### config.mk
export PLATFORM = sky130hd
export DESIGN_NAME = regfile
export DESIGN_NICKNAME = d
export VERILOG_FILES = /design/src/rtl/regfile.sv
export SDC_FILE = /design/constraint.sdc
export NUM_CORES = 2
export LEC_CHECK = 0
export ABC_AREA = 1
export CAP_MARGIN = 10
export CORE_ASPECT_RATIO = 1.5
export CORE_MARGIN = 3
export CORE_UTILIZATION = 50
export CTS_CLUSTER_DIAMETER = 50
export DETAILED_ROUTE_END_ITERATION = 7
export PLACE_DENSITY = 0.72
export SLEW_MARGIN = 20
export SYNTH_ARGS = -nofsm -noshare
export SYNTH_HDL_FRONTEND = slang
export SYNTH_SLANG_ARGS = --single-unit
### constraint.sdc
create_clock -name clk -period 5.86 [get_ports clk]
set_input_delay 1.758 -clock clk [delete_from_list [all_inputs] [get_ports clk]]
set_output_delay 1.758 -clock clk [all_outputs]
set_load 0.1 [all_outputs]
### src/rtl/regfile.sv
// Simple-MIPS general-purpose register file: one write port from WB, two combinational read ports to ID.
// Define REGFILE_BYPASS_EN to forward same-cycle write data to a matching read port (WB->ID bypass).
module regfile #(
    parameter int DATA_W = 32,
    parameter int ADDR_W = 5
) (
    input  logic              clk,
    input  logic              rst,
    input  logic              we,
    input  logic [ADDR_W-1:0] waddr,
    input  logic [DATA_W-1:0] wdata,
    input  logic              re1,
    input  logic [ADDR_W-1:0] raddr1,
    output logic [DATA_W-1:0] rdata1,
    input  logic              re2,
    input  logic [ADDR_W-1:0] raddr2,
    output logic [DATA_W-1:0] rdata2
);

    localparam int NREGS = 2 ** ADDR_W;

    logic [DATA_W-1:0] regs_q [NREGS];
    logic [DATA_W-1:0] regs_d [NREGS];
    logic              byp1;
    logic              byp2;

    // Reset wins over a write in the same cycle; entry 0 is forced to zero so it never holds data.
    always_comb begin
        // NOTE: every output of a combinational block gets a default first, otherwise a latch is inferred.
        regs_d = regs_q;
        if (!rst) begin
            for (int i = 0; i < NREGS; i++) regs_d[i] = '0;
        end else if (we && (waddr != '0)) begin
            regs_d[waddr] = wdata;
        end
        regs_d[0] = '0;
    end

    // NOTE: the whole array is cleared on reset because software may read any register before writing it;
    // state is updated with non-blocking assignments only.
    always_ff @(posedge clk) begin
        regs_q <= regs_d;
    end

`ifdef REGFILE_BYPASS_EN
    assign byp1 = rst && re1 && we && (waddr == raddr1) && (waddr != '0);
    assign byp2 = rst && re2 && we && (waddr == raddr2) && (waddr != '0);
`else
    assign byp1 = 1'b0;
    assign byp2 = 1'b0;
`endif

    function automatic logic [DATA_W-1:0] read_port(
        input logic              rst_v,
        input logic              re_v,
        input logic [ADDR_W-1:0] raddr_v,
        input logic              byp_v,
        input logic [DATA_W-1:0] wdata_v,
        input logic [DATA_W-1:0] stored_v
    );
        if (!rst_v || !re_v || (raddr_v == '0)) return '0;
        if (byp_v) return wdata_v;
        return stored_v;
    endfunction

    always_comb begin
        rdata1 = read_port(rst, re1, raddr1, byp1, wdata, regs_q[raddr1]);
        rdata2 = read_port(rst, re2, raddr2, byp2, wdata, regs_q[raddr2]);
    end

endmodule

# After elaboration in Yosys (flattened, before gate mapping)
# Index checks and enable logic that the tools add are counted.
[totals]
regBits = 992
in_bits = 52
word_cells = 69
[op_classes]
magnitude_cmp = 4
n_mux = 19
n_bitwise = 3
reduce_logical = 12
[ops]
columns = ["operator", "n"]
rows = [
  ["bitwise mux 1024 bit", 1],
  ["two-way mux 32 bit", 11],
  ["binary-select mux 32 bit (select 5 bit)", 2],
  ["demux 32 bit (select 5 bit)", 1],
  [">= comparator 6 bit (second input constant)", 3],
  ["inverter 5 -> 6 bit", 3],
  ["logical NOT 5 bit", 2],
  ["< comparator 6 x 1 -> 1 bit (second input constant)", 1],
  ["nonzero test 5 bit", 1],
  ["logical OR 1 bit", 4],
  ["two-way mux 1 bit", 4],
  ["logical NOT 1 bit", 3],
  ["logical AND 1 bit", 2],
]

# Logic depth before layout (Yosys ltp)
[logic_depth]
word_depth = 7
ltp_mapped = 12

# Least setup slack after synthesis
# OpenSTA, ideal clock, no wires.
[synth_timing]
path_kind = "input -> output"
from = "input port raddr1[0]"
to = "output port rdata1[29]"
arrival_ns = 4.208
path_slack_ns = -0.106
stages = 10
path_buffers = 4
path_cell_list = "buf_2 clkbuf_1 clkbuf_1 buf_2 nand2_1 o211ai_1 nand3_1 nor2_1 nor2_1 nor2_1"
[synth_between]
elab_chain_len = 6
[synth_lines]
columns = ["element", "line", "rtl"]
rows = [
  ["from (decl)", "13", "input logic [ADDR_W-1:0] raddr1,"],
  ["inverter 5 -> 6 bit (not written as such)", "67", "rdata1 = read_port(rst, re1, raddr1, byp1, wdata, regs_q[raddr1]);"],
  ["binary-select mux 32 bit (select 5 bit)", "67", ""],
  ["two-way mux 32 bit (not written as such) (2 in a row)", "67", ""],
  ["two-way mux 32 bit", "63", "return stored_v;"],
  ["two-way mux 32 bit (*)", "62", "if (byp_v) return wdata_v;"],
  ["to (decl)", "14", "output logic [DATA_W-1:0] rdata1,"],
]
# Mark *: on every way between the ends. The rest lies on a longest branch, timed or not. The select of a mux whose other input is x is not followed.

# Final worst setup path
[layout_timing]
from = "input port raddr2[1]"
to = "output port rdata2[12]"
[layout_between]
elab_chain_len = 6
[layout_lines]
columns = ["element", "line", "rtl"]
rows = [
  ["from (decl)", "16", "input logic [ADDR_W-1:0] raddr2,"],
  ["inverter 5 -> 6 bit (not written as such)", "68", "rdata2 = read_port(rst, re2, raddr2, byp2, wdata, regs_q[raddr2]);"],
  ["binary-select mux 32 bit (select 5 bit)", "68", ""],
  ["two-way mux 32 bit (not written as such) (2 in a row)", "68", ""],
  ["two-way mux 32 bit", "63", ""],
  ["two-way mux 32 bit (*)", "62", ""],
  ["to (decl)", "17", "output logic [DATA_W-1:0] rdata2"],
]
# Marks and branches as above.

==> metrics <==
Synth top area share between 30% and 40%; CTS root buf clkbuf_16; kind of critical path in2out; Seq/Total Area, Yosys 35.78%; routed via count 61760; worst slew pin tran 1.265 ns; hold_buf cts 0; WP buf/inv 4; Rel. slew slack 15.65%; Rows 149; Worst Path Required 4.10 ns; Area growth syn-to-layout 12.55%; synth top area cells dfxtp_1 36%, nand2_1 22%, nor2_1 9.1%; final period utilization 99.03%; Post-Syn Instances about 9400; slowest stage delay, CP between 0.4 and 0.5 ns; slowest CP cell nor2_2; fin area approximately 62000 sq um; CTS tree yes; Top Ports 116; largest net degree at the start of global routing 246; Worst setup endpoint rdata2[12]; MaxCap Viol Count 0; max reg flops 992; share of layout cells above drive strength 1 6.816%; synthesized area 55500 sq um; HPWL Detailed 135.0 mm; ANT nets after route 0; Yosys top cell by area dfxtp_1; r2r startpoint regs_q[254]$_SDFFE_PN0P_; Max clock buf depth 3; chip height 414.1 um; DRT Pass-1 Iters 8; Hold WC Path Type reg2reg; core area 110000 sq um; Top Registers regs_q (992); DR iter-0 viols 7900; FMAX between 150 and 200 MHz; vias per inst a little under 6; CTS sink cnt 992; clock skew 0 ns; later-pin clock latency in the skew report 0.72 ns; die area 115100 sq um; Setup crit start raddr2[1]; gpl congestion between 0.9 and 1; r2r endpoint regs_q[254]$_SDFFE_PN0P_; Syn Area/Cell approximately 5.9 sq um; CP Launch Type input port; final net count 9134; final core utilization a little under three fifths; post-synth cell types 22; Fin. Hold Viols 0; critical path depth 10; WP data arrival 4.05 ns; average wire per cell in the routed design 21.04 um; DRC errors left 1; die width 278.0 um; Max H-tree Level 3; Initial Util approximately 50%; vias in the first global route 56330; post-CTS setup buffers 0; TritonCTS Buffers around 100; CTS resizes 0; most used cell, CP nand3_1; initial antenna violation count 1; status finished with violations; Routed WL 223.1 mm; ANT cells 0; Lkg Pwr approximately 26 nW; setup violators final 0; crit path max fanout 56; dpl ws 0.2391 ns; FF-to-FF setup slack 5.08 ns; CP Cell Sequence buf_6, inv_6, buf_12, nand3_1, nand3_1, nand2_1, nand2_1, nand3_1, nor2_2, buf_12; first-pass GRT wire length 333.8 mm; Yosys Warn Count 0; Power Density 263.4 nW/um^2; R2R depth 2; Top reg by flops regs_q; Worst setup EP type output pin; Placed Area between 50000 and 60000 sq um; TNS Setup 0 ns; CP delay by family, top simple AND/OR/NAND/NOR gates; Peak supply drop 0.2397 mV; min cycle time layout 5.803 ns; failing checks design-rule violations; register bit total from synthesis 992; Clock transition at path regs 0.06 ns; gr usage total 37.15%; syn_nets 9459; fill cell count roughly 11000; Setup WS post-layout approximately 0.057 ns; Port Buffers ~120; unrepaired setup endpoints after global routing no; GRT overflow 0; Final Max Tran Viols 0
[routing by layer]
metal  vias up  share of wire (%)  global-route usage, %
li1      29040                  -                      -
met1     28010                 36                  43.90
met2      3708                 44                  59.10
met3       998                 10                  6.706
met4         2                9.2                  29.93
met5         -             0.0058                      0
[worst min-delay path by stage]
stage / startpoint / end / slack (ns) / cells past startpoint
finish: regs_q[824]$_SDFFE_PN0P_ / regs_q[824]$_SDFFE_PN0P_ / 0.46 / 2
CTS: regs_q[824]$_SDFFE_PN0P_ / regs_q[824]$_SDFFE_PN0P_ / 0.46 / 2
detailed placement: regs_q[824]$_SDFFE_PN0P_ / regs_q[824]$_SDFFE_PN0P_ / 0.45 / 2
global placement: regs_q[824]$_SDFFE_PN0P_ / regs_q[824]$_SDFFE_PN0P_ / 0.45 / 2
floorplan: regs_q[816]$_SDFFE_PN0P_ / regs_q[816]$_SDFFE_PN0P_ / 0.43 / 2
global route: regs_q[824]$_SDFFE_PN0P_ / regs_q[824]$_SDFFE_PN0P_ / 0.49 / 2
[layout by cell type (no fill, tap or decap), drive strengths merged, types with 30 or more instances in the layout]
| cell | Yosys | routed |
|---|---|---|
| clkinv | 27 | 50 |
| o21ai | 743 | 743 |
| clkbuf | 560 | 134 |
| a21oi | 716 | 716 |
| o211ai | 67 | 67 |
| nand2 | 3196 | 3196 |
| clkdlybuf4s50 | 0 | 40 |
| or2 | 30 | 30 |
| inv | 560 | 571 |
| dfxtp | 992 | 992 |
| buf | 202 | 294 |
| nand3 | 922 | 922 |
| nor2 | 1351 | 1351 |
[power breakdown]
part | leakage (nW) | switching [W] | total [W] | internal [W]
Sequential | 8.01 | 0.0000540 | 0.00688 | 0.00683
Combinational | 16.3 | 0.00180 | 0.00250 | 0.000707
Clock | 1.77 | 0.00298 | 0.00707 | 0.00408
[worst register-to-register path: stages (launching register included)]
cell and delay (ns):
dfxtp_1 0.37, o21ai_0 0.11, a21oi_1 0.21
[through the flow]
stage	instances	hold WS [ns]	total power (W)
2_1_floorplan	9407	0.4304	0.008487
3_3_place_gp	10410	0.4459	0.009426
3_5_place_dp	10410	0.4485	0.009448
4_1_cts	10600	0.4567	0.01640
5_1_grt	10600	0.4885	0.01690
6_report	10600	0.4624	0.01645
[Yosys cell counts]
library cell / number
o21ai_0: 742
or2_2: 30
buf_6: 61
dfxtp_1: 992
clkbuf_1: 560
nor3_1: 7
nor2_2: 6
buf_1: 84
a21oi_1: 716
inv_2: 12
nor3_2: 2
o211ai_1: 67
nand3_1: 921
nor2_1: 1345
nand4_1: 22
buf_2: 57
clkinv_1: 27
nand2_1: 3196
nor3_4: 10
inv_1: 548
o21ai_1: 1
nand3_2: 1
[area by class of cell]
| type | count | area [sq um] | share of cell area [%] |
|---|---|---|---|
| multi-input cells | 7066 | 30350 | 48.59 |
| flip-flops and latches | 992 | 19860 | 31.79 |
| repair buffers | 334 | 4624 | 7.403 |
| clock buffers | 134 | 2947 | 4.717 |
| inverters | 587 | 2228 | 3.567 |
| well taps | 1434 | 1794 | 2.872 |
| clock inverters | 56 | 664.4 | 1.064 |
[logic make-up (layout without fill, tap and decap cells)]
kind of cell	after synthesis	after routing	share of synthesized area, %
buffers and inverters	1349	1111	10.08
flip-flops	992	992	35.78
AO/OA/AOI/OAI	1526	1526	14.06
AND/OR/NAND/NOR	5540	5540	40.08
Power figures use the tool's default switching activity.
